## config.mk

```make
export PLATFORM = sky130hd
export DESIGN_NAME = mips_mc_control
export DESIGN_NICKNAME = d
export VERILOG_FILES = /design/src/rtl/mips_ctrl_pkg.sv /design/src/rtl/mips_ctrl_decode.sv /design/src/rtl/mips_mc_control.sv
export SDC_FILE = /design/constraint.sdc
export NUM_CORES = 1
export LEC_CHECK = 0
export CORE_UTILIZATION = 47
export DETAILED_ROUTE_END_ITERATION = 8
export GPL_ROUTABILITY_DRIVEN = 1
export PLACE_DENSITY = 0.91
export SLEW_MARGIN = 30
export SYNTH_ARGS = -nofsm -noshare
export SYNTH_HDL_FRONTEND = slang
export SYNTH_SLANG_ARGS = --single-unit
```

## constraint.sdc

```tcl
create_clock -name clk -period 2.8 [get_ports clk]
set_input_delay 0.84 -clock clk [delete_from_list [all_inputs] [get_ports clk]]
set_output_delay 0.84 -clock clk [all_outputs]
set_load 0.01 [all_outputs]
```

## src/rtl/mips_ctrl_pkg.sv

```systemverilog
// Shared types for the multi-cycle MIPS control sequencer:
// state encoding, opcodes, mux selects and the control vector.
package mips_ctrl_pkg;

  typedef enum logic [3:0] {
    S_FETCH     = 4'd0,
    S_DECODE    = 4'd1,
    S_MEM_ADDR  = 4'd2,
    S_MEM_RD    = 4'd3,
    S_MEM_WB    = 4'd4,
    S_MEM_WR    = 4'd5,
    S_R_EXEC    = 4'd6,
    S_R_WB      = 4'd7,
    S_BRANCH    = 4'd8,
    S_JUMP      = 4'd9,
    S_ADDI_EXEC = 4'd10,
    S_ADDI_WB   = 4'd11
  } state_e;

  localparam logic [5:0] OP_R    = 6'b000000;
  localparam logic [5:0] OP_LW   = 6'b100011;
  localparam logic [5:0] OP_SW   = 6'b101011;
  localparam logic [5:0] OP_BEQ  = 6'b000100;
  localparam logic [5:0] OP_J    = 6'b000010;
  localparam logic [5:0] OP_ADDI = 6'b001000;

  localparam logic [1:0] ALU_ADD   = 2'b00;
  localparam logic [1:0] ALU_SUB   = 2'b01;
  localparam logic [1:0] ALU_FUNCT = 2'b10;

  localparam logic [1:0] SRCB_RT     = 2'b00;
  localparam logic [1:0] SRCB_FOUR   = 2'b01;
  localparam logic [1:0] SRCB_IMM    = 2'b10;
  localparam logic [1:0] SRCB_IMM_SH = 2'b11;

  localparam logic [1:0] PCSRC_ALU    = 2'b00;
  localparam logic [1:0] PCSRC_ALUOUT = 2'b01;
  localparam logic [1:0] PCSRC_JUMP   = 2'b10;

  typedef struct packed {
    logic       pc_en;
    logic [1:0] pc_source;
    logic       i_or_d;
    logic       mem_read;
    logic       mem_write;
    logic       ir_write;
    logic       reg_write;
    logic       reg_dst;
    logic       mem_to_reg;
    logic       alu_src_a;
    logic [1:0] alu_src_b;
    logic [1:0] alu_op;
    logic       illegal;
  } ctrl_t;

  function automatic logic is_legal(
    input logic [5:0] op
  );
    return (op == OP_R)   || (op == OP_LW)  ||
           (op == OP_SW)  || (op == OP_BEQ) ||
           (op == OP_J)   || (op == OP_ADDI);
  endfunction

endpackage

```

## src/rtl/mips_ctrl_decode.sv

```systemverilog
// Combinational control decode: current state plus the
// memory handshake and ALU zero flag give the control vector.
module mips_ctrl_decode
  import mips_ctrl_pkg::*;
(
  input  state_e     state_i,
  input  logic [5:0] opcode_i,
  input  logic       mem_ready_i,
  input  logic       zero_i,
  output ctrl_t      ctrl_o
);

  always_comb begin
    ctrl_o = '0;
    unique case (state_i)
      S_FETCH: begin
        ctrl_o.mem_read  = 1'b1;
        ctrl_o.i_or_d    = 1'b0;
        ctrl_o.alu_src_a = 1'b0;
        ctrl_o.alu_src_b = SRCB_FOUR;
        ctrl_o.alu_op    = ALU_ADD;
        ctrl_o.pc_source = PCSRC_ALU;
        ctrl_o.ir_write  = mem_ready_i;
        ctrl_o.pc_en     = mem_ready_i;
      end
      S_DECODE: begin
        // branch target is precomputed into ALUOut here
        ctrl_o.alu_src_a = 1'b0;
        ctrl_o.alu_src_b = SRCB_IMM_SH;
        ctrl_o.alu_op    = ALU_ADD;
        ctrl_o.illegal   = ~is_legal(opcode_i);
      end
      S_MEM_ADDR: begin
        ctrl_o.alu_src_a = 1'b1;
        ctrl_o.alu_src_b = SRCB_IMM;
        ctrl_o.alu_op    = ALU_ADD;
      end
      S_MEM_RD: begin
        ctrl_o.mem_read = 1'b1;
        ctrl_o.i_or_d   = 1'b1;
      end
      S_MEM_WB: begin
        ctrl_o.reg_write  = 1'b1;
        ctrl_o.reg_dst    = 1'b0;
        ctrl_o.mem_to_reg = 1'b1;
      end
      S_MEM_WR: begin
        ctrl_o.mem_write = 1'b1;
        ctrl_o.i_or_d    = 1'b1;
      end
      S_R_EXEC: begin
        ctrl_o.alu_src_a = 1'b1;
        ctrl_o.alu_src_b = SRCB_RT;
        ctrl_o.alu_op    = ALU_FUNCT;
      end
      S_R_WB: begin
        ctrl_o.reg_write  = 1'b1;
        ctrl_o.reg_dst    = 1'b1;
        ctrl_o.mem_to_reg = 1'b0;
      end
      S_ADDI_EXEC: begin
        ctrl_o.alu_src_a = 1'b1;
        ctrl_o.alu_src_b = SRCB_IMM;
        ctrl_o.alu_op    = ALU_ADD;
      end
      S_ADDI_WB: begin
        ctrl_o.reg_write  = 1'b1;
        ctrl_o.reg_dst    = 1'b0;
        ctrl_o.mem_to_reg = 1'b0;
      end
      S_BRANCH: begin
        ctrl_o.alu_src_a = 1'b1;
        ctrl_o.alu_src_b = SRCB_RT;
        ctrl_o.alu_op    = ALU_SUB;
        ctrl_o.pc_source = PCSRC_ALUOUT;
        ctrl_o.pc_en     = zero_i;
      end
      S_JUMP: begin
        ctrl_o.pc_source = PCSRC_JUMP;
        ctrl_o.pc_en     = 1'b1;
      end
      default: ;
    endcase
  end

endmodule

```

## src/rtl/mips_mc_control.sv

```systemverilog
// Multi-cycle MIPS main control: state register, next-state
// sequencing on the memory handshake, and retired counter.
module mips_mc_control
  import mips_ctrl_pkg::*;
#(
  parameter int CNT_W = 32
) (
  input  logic             clk,
  input  logic             rst,
  input  logic [5:0]       opcode,
  input  logic             zero,
  input  logic             mem_ready,
  output logic             pc_en,
  output logic [1:0]       pc_source,
  output logic             i_or_d,
  output logic             mem_read,
  output logic             mem_write,
  output logic             ir_write,
  output logic             reg_write,
  output logic             reg_dst,
  output logic             mem_to_reg,
  output logic             alu_src_a,
  output logic [1:0]       alu_src_b,
  output logic [1:0]       alu_op,
  output logic             illegal,
  output logic [CNT_W-1:0] retired,
  output logic [3:0]       state
);

  state_e           state_q, state_d;
  logic [CNT_W-1:0] retired_q, retired_d;
  logic             retire;
  ctrl_t            ctrl;

  always_comb begin
    state_d = state_q;
    retire  = 1'b0;
    unique case (state_q)
      S_FETCH: begin
        if (mem_ready) state_d = S_DECODE;
      end
      S_DECODE: begin
        unique case (opcode)
          OP_LW, OP_SW: state_d = S_MEM_ADDR;
          OP_R:         state_d = S_R_EXEC;
          OP_BEQ:       state_d = S_BRANCH;
          OP_J:         state_d = S_JUMP;
          OP_ADDI:      state_d = S_ADDI_EXEC;
          default:      state_d = S_FETCH;
        endcase
      end
      S_MEM_ADDR: begin
        state_d = (opcode == OP_SW) ? S_MEM_WR : S_MEM_RD;
      end
      S_MEM_RD: begin
        if (mem_ready) state_d = S_MEM_WB;
      end
      S_MEM_WR: begin
        if (mem_ready) begin
          state_d = S_FETCH;
          retire  = 1'b1;
        end
      end
      S_R_EXEC:    state_d = S_R_WB;
      S_ADDI_EXEC: state_d = S_ADDI_WB;
      S_MEM_WB, S_R_WB, S_ADDI_WB,
      S_BRANCH, S_JUMP: begin
        state_d = S_FETCH;
        retire  = 1'b1;
      end
      default: state_d = S_FETCH;
    endcase
    retired_d = retired_q + CNT_W'(retire);
  end

  always_ff @(posedge clk or posedge rst) begin
    if (rst) begin
      state_q   <= S_FETCH;
      retired_q <= '0;
    end else begin
      state_q   <= state_d;
      retired_q <= retired_d;
    end
  end

  mips_ctrl_decode u_decode (
    .state_i     (state_q),
    .opcode_i    (opcode),
    .mem_ready_i (mem_ready),
    .zero_i      (zero),
    .ctrl_o      (ctrl)
  );

  // architectural writes are suppressed for the whole reset window
  assign pc_en      = ctrl.pc_en     & ~rst;
  assign ir_write   = ctrl.ir_write  & ~rst;
  assign reg_write  = ctrl.reg_write & ~rst;
  assign mem_write  = ctrl.mem_write & ~rst;
  assign pc_source  = ctrl.pc_source;
  assign i_or_d     = ctrl.i_or_d;
  assign mem_read   = ctrl.mem_read;
  assign reg_dst    = ctrl.reg_dst;
  assign mem_to_reg = ctrl.mem_to_reg;
  assign alu_src_a  = ctrl.alu_src_a;
  assign alu_src_b  = ctrl.alu_src_b;
  assign alu_op     = ctrl.alu_op;
  assign illegal    = ctrl.illegal;
  assign retired    = retired_q;
  assign state      = state_q;

endmodule

```

==> flow_metrics.env <==
export IMPL_rsz0062_at_grt="yes"
export IMPL_firstDrtPassIters=4
export IMPL_hold_end="retired[31]$_DFF_PP0_"
export IMPL_ys_flop_type="dfrtp_1"
export IMPL_synthArstFlopShare=1.00
export IMPL_grt_total_usage=0.234
export IMPL_met1_usage=0.298
export IMPL_slowest_delay_ps=480
export IMPL_hold_path_class="flop to flop"
export IMPL_routed_via_count=1943
export IMPL_grt_pass1_vias=1794
export IMPL_grt_max_degree=37
export IMPL_synth_cells=214
export IMPL_grt_met3_usage=0.0507
export IMPL_grt_pass1_wl_um=8020
export IMPL_period_share=0.991
export IMPL_totalWireLength_um=5260
export IMPL_num_antenna_cells=0
export IMPL_holdCritStartpoint="retired[31]$_DFF_PP0_"
export IMPL_r2r_start="state[0]$_DFFE_PP0P_"
export IMPL_clock_sinks=36
export IMPL_ioPinCount=62
export IMPL_htree_levels=2
export IMPL_clk_pin_slew_ps=70
export IMPL_insertion_delay_ps=290
export IMPL_drtIter0Drc=141
export IMPL_synth_area_per_cell_sq_um=9.35
export IMPL_final_util=0.742
export IMPL_outcome="completed"
export IMPL_gr_total_overflow=0
export IMPL_cp_num_cells=12
export IMPL_synth_area_leaders="dfrtp_1 (45%), xor2_1 (7.4%), xnor2_1 (6.6%), nand2_1 (3.9%), nand3_1 (3.3%)"
export IMPL_skew_ps=4.64
export IMPL_crit_path_start_kind="input port"
export IMPL_syn_to_final_growth_pct=50.4
export IMPL_cp_startpoint="mem_ready"
export IMPL_dpl_worst_slack_ps=-619
export IMPL_hold_depth=1
export IMPL_place_congestion=0.856
export IMPL_clk_path_buf_depth=2
export IMPL_cpLargestDelayFamily="buffers and inverters"
export IMPL_r2r_end="retired[17]$_DFF_PP0_"
export IMPL_path_cells="clkdlybuf4s50_1, buf_4, nor2b_1, o21ai_1, o211a_1, ha_4, nand3_1, buf_4, nor4_4, buf_4, nand4_1, xnor2_1"
export IMPL_initial_core_util=0.493
export IMPL_drtAntennaViolNets=0
export IMPL_io_buffers=61
export IMPL_die_h_um=67.3
export IMPL_setup_viol=0
export IMPL_syn_area_sq_um=2000
export IMPL_num_rows=23
export IMPL_wl_per_cell_um=14.9
export IMPL_die_x_um=67.3
export IMPL_synth_edff_count=0
export IMPL_worstSetupPathType="input port to flop"
export IMPL_synth_distinct_cells=39
export IMPL_cts_hold_buf=0
export IMPL_hpwl_um=3720
export IMPL_hold_viol_final=0
export IMPL_fin_ws_ps=24.9
export IMPL_synth_seq_area_share=0.450
export IMPL_drcViolationCount=0
export IMPL_die_area_sq_um=4520
export IMPL_fmax_mhz=360
export IMPL_drive_gt1_frac=0.192
export IMPL_slew_headroom=0.601
export IMPL_worst_slew_pin_transition_ps=598
export IMPL_crit_buf_inv=4
export IMPL_cp_required_ps=2970
export IMPL_fin_nets=313
export IMPL_placedCellCount=344
export IMPL_p_leak_nw=1.38
export IMPL_yosysTopAreaCell="dfrtp_1"
export IMPL_synth_seq_cells=36
export IMPL_use_met2=0.388
export IMPL_antenna_found_initial=0
export IMPL_synth_top_area_frac=0.450
export IMPL_clock_root_buffer="clkbuf_8"
export IMPL_fin_crit_ps=2780
export IMPL_drv_cap=0
export IMPL_cp_end_kind="flop"
export IMPL_crit_fanout=5
export IMPL_powerDensity_nw_per_um2=574
export IMPL_slowest_stage="clkdlybuf4s50_1"
export IMPL_busiest_layer="met2"
export IMPL_cts_buffers_inserted=5
export IMPL_vias_per_cell=5.52
export IMPL_irDropWorstVdd_mv=0.576
export IMPL_slew_violations=0
export IMPL_cp_common_cell="buf_4"
export IMPL_yosys_warnings=0
export IMPL_tritoncts="done"
export IMPL_synth_fp_nets=226
export IMPL_reg2reg_setup_slack_ps=460
export IMPL_r2r_cells=11
export IMPL_fillers=266
export IMPL_core_sq_um=4060
export IMPL_layout_cells_non_filler=352
export IMPL_critical_path_arrival_ps=2950
[registers in the layout, summed over array words and instances, names as in the netlist]
name	flops
state	4
retired	32
[metal layers]
| layer | routed length [um] | vias to the layer above |
|---|---|---|
| met5 | 0 | - |
| met4 | 76 | 0 |
| met3 | 132 | 10 |
| met2 | 2760 | 43 |
| met1 | 2280 | 962 |
| li1 | - | 928 |
[synthesized netlist by cell type (2+ instances only)]
cell	count
a21oi_1	5
and3_1	4
clkbuf_1	6
dfrtp_1	36
ha_1	2
inv_1	6
nand2_1	21
nand2b_1	7
nand3_1	13
nand4_1	6
nor2_1	16
nor2b_1	4
nor3_1	12
nor4_1	9
nor4_2	2
nor4b_1	2
o21ai_0	8
or2_2	2
or3_1	2
or4_1	2
xnor2_1	15
xor2_1	17
[final cells by class]
| type | count | area [sq um] | area share |
|---|---|---|---|
| multi-input combinational | 164 | 1140 | 0.377 |
| sequential | 36 | 902 | 0.300 |
| timing repair buffer | 88 | 797 | 0.265 |
| clock buffer | 8 | 90.1 | 0.0299 |
| tap | 50 | 62.6 | 0.0208 |
| inverter | 6 | 22.5 | 0.00748 |
[worst max-delay path by stage]
stage	slack, ps	to
finish	20	retired[17]$_DFF_PP0_
CTS	-160	illegal
global route	-100	retired[14]$_DFF_PP0_
floorplan	330	retired[27]$_DFF_PP0_
global placement	-520	illegal
detailed placement	-620	illegal
[per-stage QoR]
stage	hold slack (ps)	area, sq um	total power [mW]	TNS, ps
after floorplan	504	2000	0.980	0
after global placement	457	2840	1.34	-5540
after detailed placement	462	2840	1.36	-6390
after CTS	471	2950	1.72	-164
after global routing	482	3010	1.84	-416
final	462	3010	1.73	0
[logic make-up after synthesis]
group / Yosys count / synth area share
fa+ha+maj: 2 / 0.0125
compound gates: 21 / 0.0656
simple gates: 109 / 0.301
flops: 36 / 0.450
xor+xnor: 32 / 0.140
buf+inv: 14 / 0.0306
[what timing repair did]
action,CTS,global route
pin swaps,0,4
resized for setup,23,23
endpoints found under the setup margin,11,24
buffers inserted,0,0
[cell usage in the layout (no fill, tap or decap), types with 2 or more instances in the layout]
cell type	netlist	routed
dlymetal6s2s_1	0	5
clkdlybuf4s50_1	0	48
nand4_1	6	6
buf_2	1	2
clkbuf_1	6	2
dfrtp_1	36	35
nand2b_1	7	7
a21oi_1	5	5
inv_1	6	6
nor4_1	9	4
clkbuf_8	0	6
o21ai_0	8	6
nand3_1	13	13
buf_4	0	27
xor2_1	17	16
clkbuf_2	0	3
dlygate4sd2_1	0	3
nand2_1	21	21
nor4_2	2	6
nor4_4	1	2
nor2_1	16	16
o21ai_1	0	2
nor3_1	12	12
or4_1	2	2
nor2b_1	4	4
and3_1	4	3
xnor2_1	15	15
[power breakdown]
group | internal (mW) | switching (mW)
Combinational | 0.372 | 0.341
Sequential | 0.572 | 0.0717
Clock | 0.200 | 0.172
No activity file was read; power rests on OpenSTA's default activity.
